File: config.mk
export PLATFORM = sky130hd
export DESIGN_NAME = sram_ctrl_param_flat
export DESIGN_NICKNAME = d
export VERILOG_FILES = /design/src/rtl/sram_ctrl_param_if.sv /design/src/rtl/sram_ctrl_param.sv /design/src/flat_wrapper.sv
export SDC_FILE = /design/constraint.sdc
export NUM_CORES = 1
export LEC_CHECK = 0
export ABC_AREA = 0
export BUFFER_PORTS_ARGS = -buffer_cell sky130_fd_sc_hd__buf_2
export CAP_MARGIN = 20
export CORE_UTILIZATION = 35
export CTS_CLUSTER_SIZE = 30
export DETAILED_ROUTE_END_ITERATION = 12
export PLACE_DENSITY_LB_ADDON = 0.25
export SLEW_MARGIN = 15
export SYNTH_ARGS = -nofsm -noshare
export SYNTH_HDL_FRONTEND = slang
export SYNTH_SLANG_ARGS = --single-unit
File: constraint.sdc
create_clock -name clk -period 6.2 [get_ports clk]
set_clock_uncertainty 0.15 [all_clocks]
set_input_delay 0.62 -clock clk [delete_from_list [all_inputs] [get_ports clk]]
set_output_delay 0.62 -clock clk [all_outputs]
set_load 0.05 [all_outputs]
File: src/rtl/sram_ctrl_param_if.sv
// Request/response bundle for sram_ctrl_param; rd_cnt/wr_cnt exist only
// when SRAM_CTRL_STATS_EN is defined.
interface sram_ctrl_param_if #(
   parameter int DATA_W = 9,
   parameter int ADDR_W = 4
);
   logic              req_valid;
   logic              req_ready;
   logic              req_we;
   logic [ADDR_W-1:0] req_addr;
   logic [DATA_W-1:0] req_wdata;
   logic              rsp_valid;
   logic [DATA_W-1:0] rsp_rdata;
   logic              rsp_err;
   logic              init_busy;
`ifdef SRAM_CTRL_STATS_EN
   logic [15:0]       rd_cnt;
   logic [15:0]       wr_cnt;

   modport master (
      output req_valid, req_we, req_addr, req_wdata,
      input  req_ready, rsp_valid, rsp_rdata, rsp_err, init_busy, rd_cnt, wr_cnt
   );
   modport slave (
      input  req_valid, req_we, req_addr, req_wdata,
      output req_ready, rsp_valid, rsp_rdata, rsp_err, init_busy, rd_cnt, wr_cnt
   );
`else
   modport master (
      output req_valid, req_we, req_addr, req_wdata,
      input  req_ready, rsp_valid, rsp_rdata, rsp_err, init_busy
   );
   modport slave (
      input  req_valid, req_we, req_addr, req_wdata,
      output req_ready, rsp_valid, rsp_rdata, rsp_err, init_busy
   );
`endif
endinterface

File: src/rtl/sram_ctrl_param.sv
// Parametrised single-port SRAM: zero-init sequencer, range check and an RD_LAT
// (1 or 2) read pipeline. Defining SRAM_CTRL_STATS_EN adds saturating rd/wr counters.
module sram_ctrl_param #(
   parameter int DATA_W = 9,
   parameter int ADDR_W = 4,
   parameter int DEPTH  = 16,
   parameter int RD_LAT = 1
) (
   input logic              clk,
   input logic              rst,
   sram_ctrl_param_if.slave bus
);
   typedef enum logic {INIT, RUN} state_e;

   localparam logic [ADDR_W:0] LAST_IDX = (ADDR_W+1)'(DEPTH - 1);
   localparam logic [ADDR_W:0] DEPTH_C  = (ADDR_W+1)'(DEPTH);
   localparam logic [ADDR_W:0] CNT_ONE  = (ADDR_W+1)'(1);

   state_e            state_q, state_d;
   logic [ADDR_W:0]   cnt_q, cnt_d;
   logic [DATA_W-1:0] mem_q [DEPTH];
   logic              rspValid1_q, rspValid1_d;
   logic [DATA_W-1:0] rspRdata1_q, rspRdata1_d;
   logic              rspErr1_q, rspErr1_d;
   logic              accept;
   logic              inRange;

   assign bus.req_ready = (state_q == RUN);
   assign bus.init_busy = (state_q == INIT);
   assign accept        = bus.req_valid && (state_q == RUN);
   assign inRange       = ({1'b0, bus.req_addr} < DEPTH_C);

   // INIT walks cnt over every word once, then hands over to RUN for good
   always_comb begin
      state_d = state_q;
      cnt_d   = cnt_q;
      if (state_q == INIT) begin
         cnt_d = cnt_q + CNT_ONE;
         if (cnt_q == LAST_IDX) begin
            state_d = RUN;
         end
      end
   end

   always_comb begin
      rspValid1_d = 1'b0;
      rspRdata1_d = '0;
      rspErr1_d   = 1'b0;
      if (accept && !bus.req_we) begin
         rspValid1_d = 1'b1;
         rspErr1_d   = !inRange;
         if (inRange) begin
            rspRdata1_d = mem_q[bus.req_addr];
         end
      end
   end

   always_ff @(posedge clk) begin
      if (rst) begin
         state_q     <= INIT;
         cnt_q       <= '0;
         rspValid1_q <= 1'b0;
         rspRdata1_q <= '0;
         rspErr1_q   <= 1'b0;
      end else begin
         state_q     <= state_d;
         cnt_q       <= cnt_d;
         rspValid1_q <= rspValid1_d;
         rspRdata1_q <= rspRdata1_d;
         rspErr1_q   <= rspErr1_d;
      end
   end

   // Storage is not reset; the INIT sweep is what clears it
   always_ff @(posedge clk) begin
      if (!rst) begin
         if (state_q == INIT) begin
            mem_q[cnt_q[ADDR_W-1:0]] <= '0;
         end else if (accept && bus.req_we && inRange) begin
            mem_q[bus.req_addr] <= bus.req_wdata;
         end
      end
   end

   if (RD_LAT == 2) begin : gLat2
      logic              rspValid2_q;
      logic [DATA_W-1:0] rspRdata2_q;
      logic              rspErr2_q;

      always_ff @(posedge clk) begin
         if (rst) begin
            rspValid2_q <= 1'b0;
            rspRdata2_q <= '0;
            rspErr2_q   <= 1'b0;
         end else begin
            rspValid2_q <= rspValid1_q;
            rspRdata2_q <= rspRdata1_q;
            rspErr2_q   <= rspErr1_q;
         end
      end

      assign bus.rsp_valid = rspValid2_q;
      assign bus.rsp_rdata = rspRdata2_q;
      assign bus.rsp_err   = rspErr2_q;
   end else begin : gLat1
      assign bus.rsp_valid = rspValid1_q;
      assign bus.rsp_rdata = rspRdata1_q;
      assign bus.rsp_err   = rspErr1_q;
   end

`ifdef SRAM_CTRL_STATS_EN
   logic [15:0] rdCnt_q, rdCnt_d;
   logic [15:0] wrCnt_q, wrCnt_d;

   // accept is never high in INIT, so the counters hold there naturally
   always_comb begin
      rdCnt_d = rdCnt_q;
      wrCnt_d = wrCnt_q;
      if (accept && !bus.req_we && (rdCnt_q != 16'hFFFF)) begin
         rdCnt_d = rdCnt_q + 16'd1;
      end
      if (accept && bus.req_we && (wrCnt_q != 16'hFFFF)) begin
         wrCnt_d = wrCnt_q + 16'd1;
      end
   end

   always_ff @(posedge clk) begin
      if (rst) begin
         rdCnt_q <= '0;
         wrCnt_q <= '0;
      end else begin
         rdCnt_q <= rdCnt_d;
         wrCnt_q <= wrCnt_d;
      end
   end

   assign bus.rd_cnt = rdCnt_q;
   assign bus.wr_cnt = wrCnt_q;
`endif
endmodule
File: src/flat_wrapper.sv
// flat-port wrapper written by rule: the top's interface ports become plain ports
module sram_ctrl_param_flat 
#(
   parameter int DATA_W = 9,
   parameter int ADDR_W = 4,
   parameter int DEPTH  = 16,
   parameter int RD_LAT = 1
)
  (clk, rst, bus_req_valid, bus_req_we, bus_req_addr, bus_req_wdata, bus_req_ready, bus_rsp_valid, bus_rsp_rdata, bus_rsp_err, bus_init_busy);
  sram_ctrl_param_if #(.DATA_W(DATA_W), .ADDR_W(ADDR_W)) bus_i ();
  input logic clk;
  input logic rst;
  input wire logic [$bits(bus_i.req_valid)-1:0] bus_req_valid;
  input wire logic [$bits(bus_i.req_we)-1:0] bus_req_we;
  input wire logic [$bits(bus_i.req_addr)-1:0] bus_req_addr;
  input wire logic [$bits(bus_i.req_wdata)-1:0] bus_req_wdata;
  output wire logic [$bits(bus_i.req_ready)-1:0] bus_req_ready;
  output wire logic [$bits(bus_i.rsp_valid)-1:0] bus_rsp_valid;
  output wire logic [$bits(bus_i.rsp_rdata)-1:0] bus_rsp_rdata;
  output wire logic [$bits(bus_i.rsp_err)-1:0] bus_rsp_err;
  output wire logic [$bits(bus_i.init_busy)-1:0] bus_init_busy;
  assign bus_i.req_valid = bus_req_valid;
  assign bus_i.req_we = bus_req_we;
  assign bus_i.req_addr = bus_req_addr;
  assign bus_i.req_wdata = bus_req_wdata;
  assign bus_req_ready = bus_i.req_ready;
  assign bus_rsp_valid = bus_i.rsp_valid;
  assign bus_rsp_rdata = bus_i.rsp_rdata;
  assign bus_rsp_err = bus_i.rsp_err;
  assign bus_init_busy = bus_i.init_busy;
  sram_ctrl_param #(.DATA_W(DATA_W), .ADDR_W(ADDR_W), .DEPTH(DEPTH), .RD_LAT(RD_LAT)) u_core (.clk(clk), .rst(rst), .bus(bus_i));
endmodule
==> results.json <==
{
  "timing.slew.headroom_pct": 30.7,
  "coreArea_sq_um": 17400,
  "synthCells": 348,
  "rows": 48,
  "power_density_nw_per_um2": 327,
  "outcome": "finished clean",
  "slew_viol_final": 0,
  "stdcell_area_sq_um": 7230,
  "port_buffers": 28,
  "grt.overflow.total": 0,
  "drt_first_iter_violations": 244,
  "yosysSeqAreaShare_pct": 73.8,
  "rsz0062_at_grt": "no",
  "crit_type": "reg -> reg",
  "synth_warnings": 0,
  "worstMarginPinSlew_ps": 1040,
  "wl_um": 13400,
  "wl_met2_um": 6630,
  "fin_crit_sh_pct": 48.0,
  "finalWeightedCongestion": 0.763,
  "p_comb_share_pct": 3.2,
  "routedWlPerCell_um": 21.8,
  "cp-end-kind": "flip-flop",
  "antenna_found_initial": 0,
  "antenna_cells": 0,
  "vias": 3223,
  "cts.sinks": 160,
  "fp.dieH_um": 136,
  "drive_gt1_share_pct": 19.2,
  "place_area_sq_um": 6600,
  "grt_max_degree": 34,
  "stdcell_count": 616,
  "seqPwrFrac_pct": 49.8,
  "io_pins": 30,
  "clockRootBuffer": "clkbuf_16",
  "ctsResizeCount": 0,
  "p_int_mw": 1.88,
  "hold_viol_final": 0,
  "swShare_pct": 20.4,
  "hpwl_um": 8680,
  "grt_usage_pct": 15.7,
  "clockPowerShare_pct": 47.0,
  "dieArea_sq_um": 18500,
  "cp_data_arrival_time_ps": 2870,
  "setup_viol": 0,
  "peakVddDrop_mv": 0.199,
  "crit_fanout": 19,
  "wl_met3_um": 701,
  "start_util_pct": 36.1,
  "period_needed_ps": 2980,
  "clk_pin_slew_ps": 60,
  "wl_met1_um": 5830,
  "antenna_left": 0,
  "first_pass_iters": 4,
  "post-cts-setup-buffers": 0,
  "place_inst": 584,
  "clockBufferDepth": 2,
  "clk-insertion-delay-late_ps": 420,
  "fin_total_pwr_mw": 2.36,
  "p_leak_nw": 2.74,
  "die_w_um": 136,
  "fill_cells": 1555,
  "synthDistinctLibCells": 36,
  "top_layer": "met4",
  "max_freq_ghz": 0.336,
  "postCtsHoldBufs": 0,
  "area_delta_synth_final_pct": 14.9,
  "critPathLaunchType": "flip-flop",
  "remaining_drc_errors": 0,
  "hold_slack_ps": 342,
  "cts_tree": "done",
  "avgSynthCellArea_sq_um": 18.1,
  "synth_seq_cells": 160,
  "hold_class": "reg -> reg",
  "grt_pass1_wl_um": 20100,
  "cts_buffers": 17,
  "viasPerCell": 5.23,
  "cts_max_level": 4,
  "syn_area_sq_um": 6290,
  "fin_nets": 397,
  "grt_pass1_vias": 3273,
  "syn_nets": 367,
  "cp.required_ps": 6100,
  "p_switching_mw": 0.483,
  "setup_tns_ps": 0,
  "drv_cap": 0
}
through the flow:
stage,util [%],setup slack (ps)
6_report,41.5,3220
5_1_grt,41.5,3000
4_1_cts,41.5,3210
3_5_place_dp,37.9,2840
3_3_place_gp,37.9,2820
2_1_floorplan,-,3770
metal layers:
metal	track usage, %	up-vias
met1	20.5	1662
met5	0	-
met4	6.23	0
met3	3.88	20
li1	-	1442
met2	25.1	99
synth_stat cells:
cell	count	area share, %
a21oi_1	3	0.24
a22oi_1	18	2.1
a31oi_1	4	0.40
a32oi_1	5	0.70
and2_1	10	0.99
and3_1	2	0.20
and4b_1	1	0.16
buf_1	4	0.24
buf_2	4	0.32
buf_4	3	0.36
buf_6	5	0.89
clkbuf_1	1	0.060
clkbuf_2	1	0.079
conb_1	1	0.060
dfxtp_1	16	5.1
edfxtp_1	144	69
ha_1	2	0.40
inv_1	5	0.30
mux2_2	1	0.18
mux2i_1	30	4.8
mux4_1	11	4.6
mux4_2	11	3.9
nand2_1	19	1.1
nand2b_1	1	0.099
nand4_1	2	0.20
nand4b_1	1	0.14
nand4bb_1	1	0.18
nor2_1	27	1.6
nor2b_1	3	0.30
nor3_1	1	0.079
nor3b_1	2	0.24
nor3b_2	1	0.20
o211ai_1	4	0.48
or2_2	1	0.099
xnor2_1	1	0.14
xor2_1	2	0.28
path summary, 6_finish.rpt:
| path | start | end | slack [ps] | cells past startpoint |
|---|---|---|---|---|
| hold / removal | u_core.cnt_q[4] | u_core.cnt_q[4] | 340 | 2 |
| setup reg to reg | u_core.bus.req_ready | u_core.mem_q[12][0] | 3220 | 4 |
| setup / recovery | u_core.bus.req_ready | u_core.mem_q[12][0] | 3220 | 4 |
| hold reg to reg | u_core.cnt_q[4] | u_core.cnt_q[4] | 340 | 2 |
power groups by stage:
stage	registers [mW]	clock network (mW)	logic (mW)
floorplan	1.20	0	0.0572
global placement	1.20	0	0.0770
detailed placement	1.20	0	0.0771
CTS	1.18	1.13	0.0772
global route	1.18	1.17	0.0815
finish	1.18	1.11	0.0761
sequential cells by signal, indices dropped and copies added, names as in the netlist:
| signal | flops |
|---|---|
| u_core.bus.rsp_valid | 1 |
| u_core.bus.rsp_rdata | 9 |
| u_core.cnt_q | 5 |
| u_core.mem_q | 144 |
| u_core.bus.req_ready | 1 |
cells in the final DEF (no fill, tap or decap), drive strengths merged, types with 5 or more instances in the layout:
cell type  netlist  routed
dfxtp           16      16
inv              5      10
edfxtp         144     144
mux2i           30      30
buf             16      29
a32oi            5       5
nand2           19      19
mux4            22      22
clkbuf           2      17
a22oi           18      18
nor2            27      27
and2            10      10
final cells by class:
class | count | area (sq um) | area share (%)
sequential | 160 | 4640 | 64.2
multi-input combinational | 165 | 1510 | 20.8
clock buffer | 17 | 425 | 5.88
tap | 225 | 282 | 3.89
clock inverter | 15 | 208 | 2.87
timing repair buffer | 29 | 148 | 2.04
inverter | 5 | 18.8 | 0.260
critical path, cell delays in order, from the launching register on:
cell	delay, ps
dfxtp_1	610
and4b_1	640
mux2_2	280
nand2_1	110
nor2_1	810
cells by family after synthesis:
| kind of cell | share of synthesized area (%) |
|---|---|
| AND/OR/NAND/NOR | 5.63 |
| other | 0.0596 |
| multiplexers | 13.5 |
| buffers and inverters | 2.25 |
| XOR/XNOR | 0.418 |
| adder cells (fa/ha/maj) | 0.398 |
| AO/OA/AOI/OAI | 3.96 |
| flip-flops | 73.8 |
No activity file was read; power rests on OpenSTA's default activity.
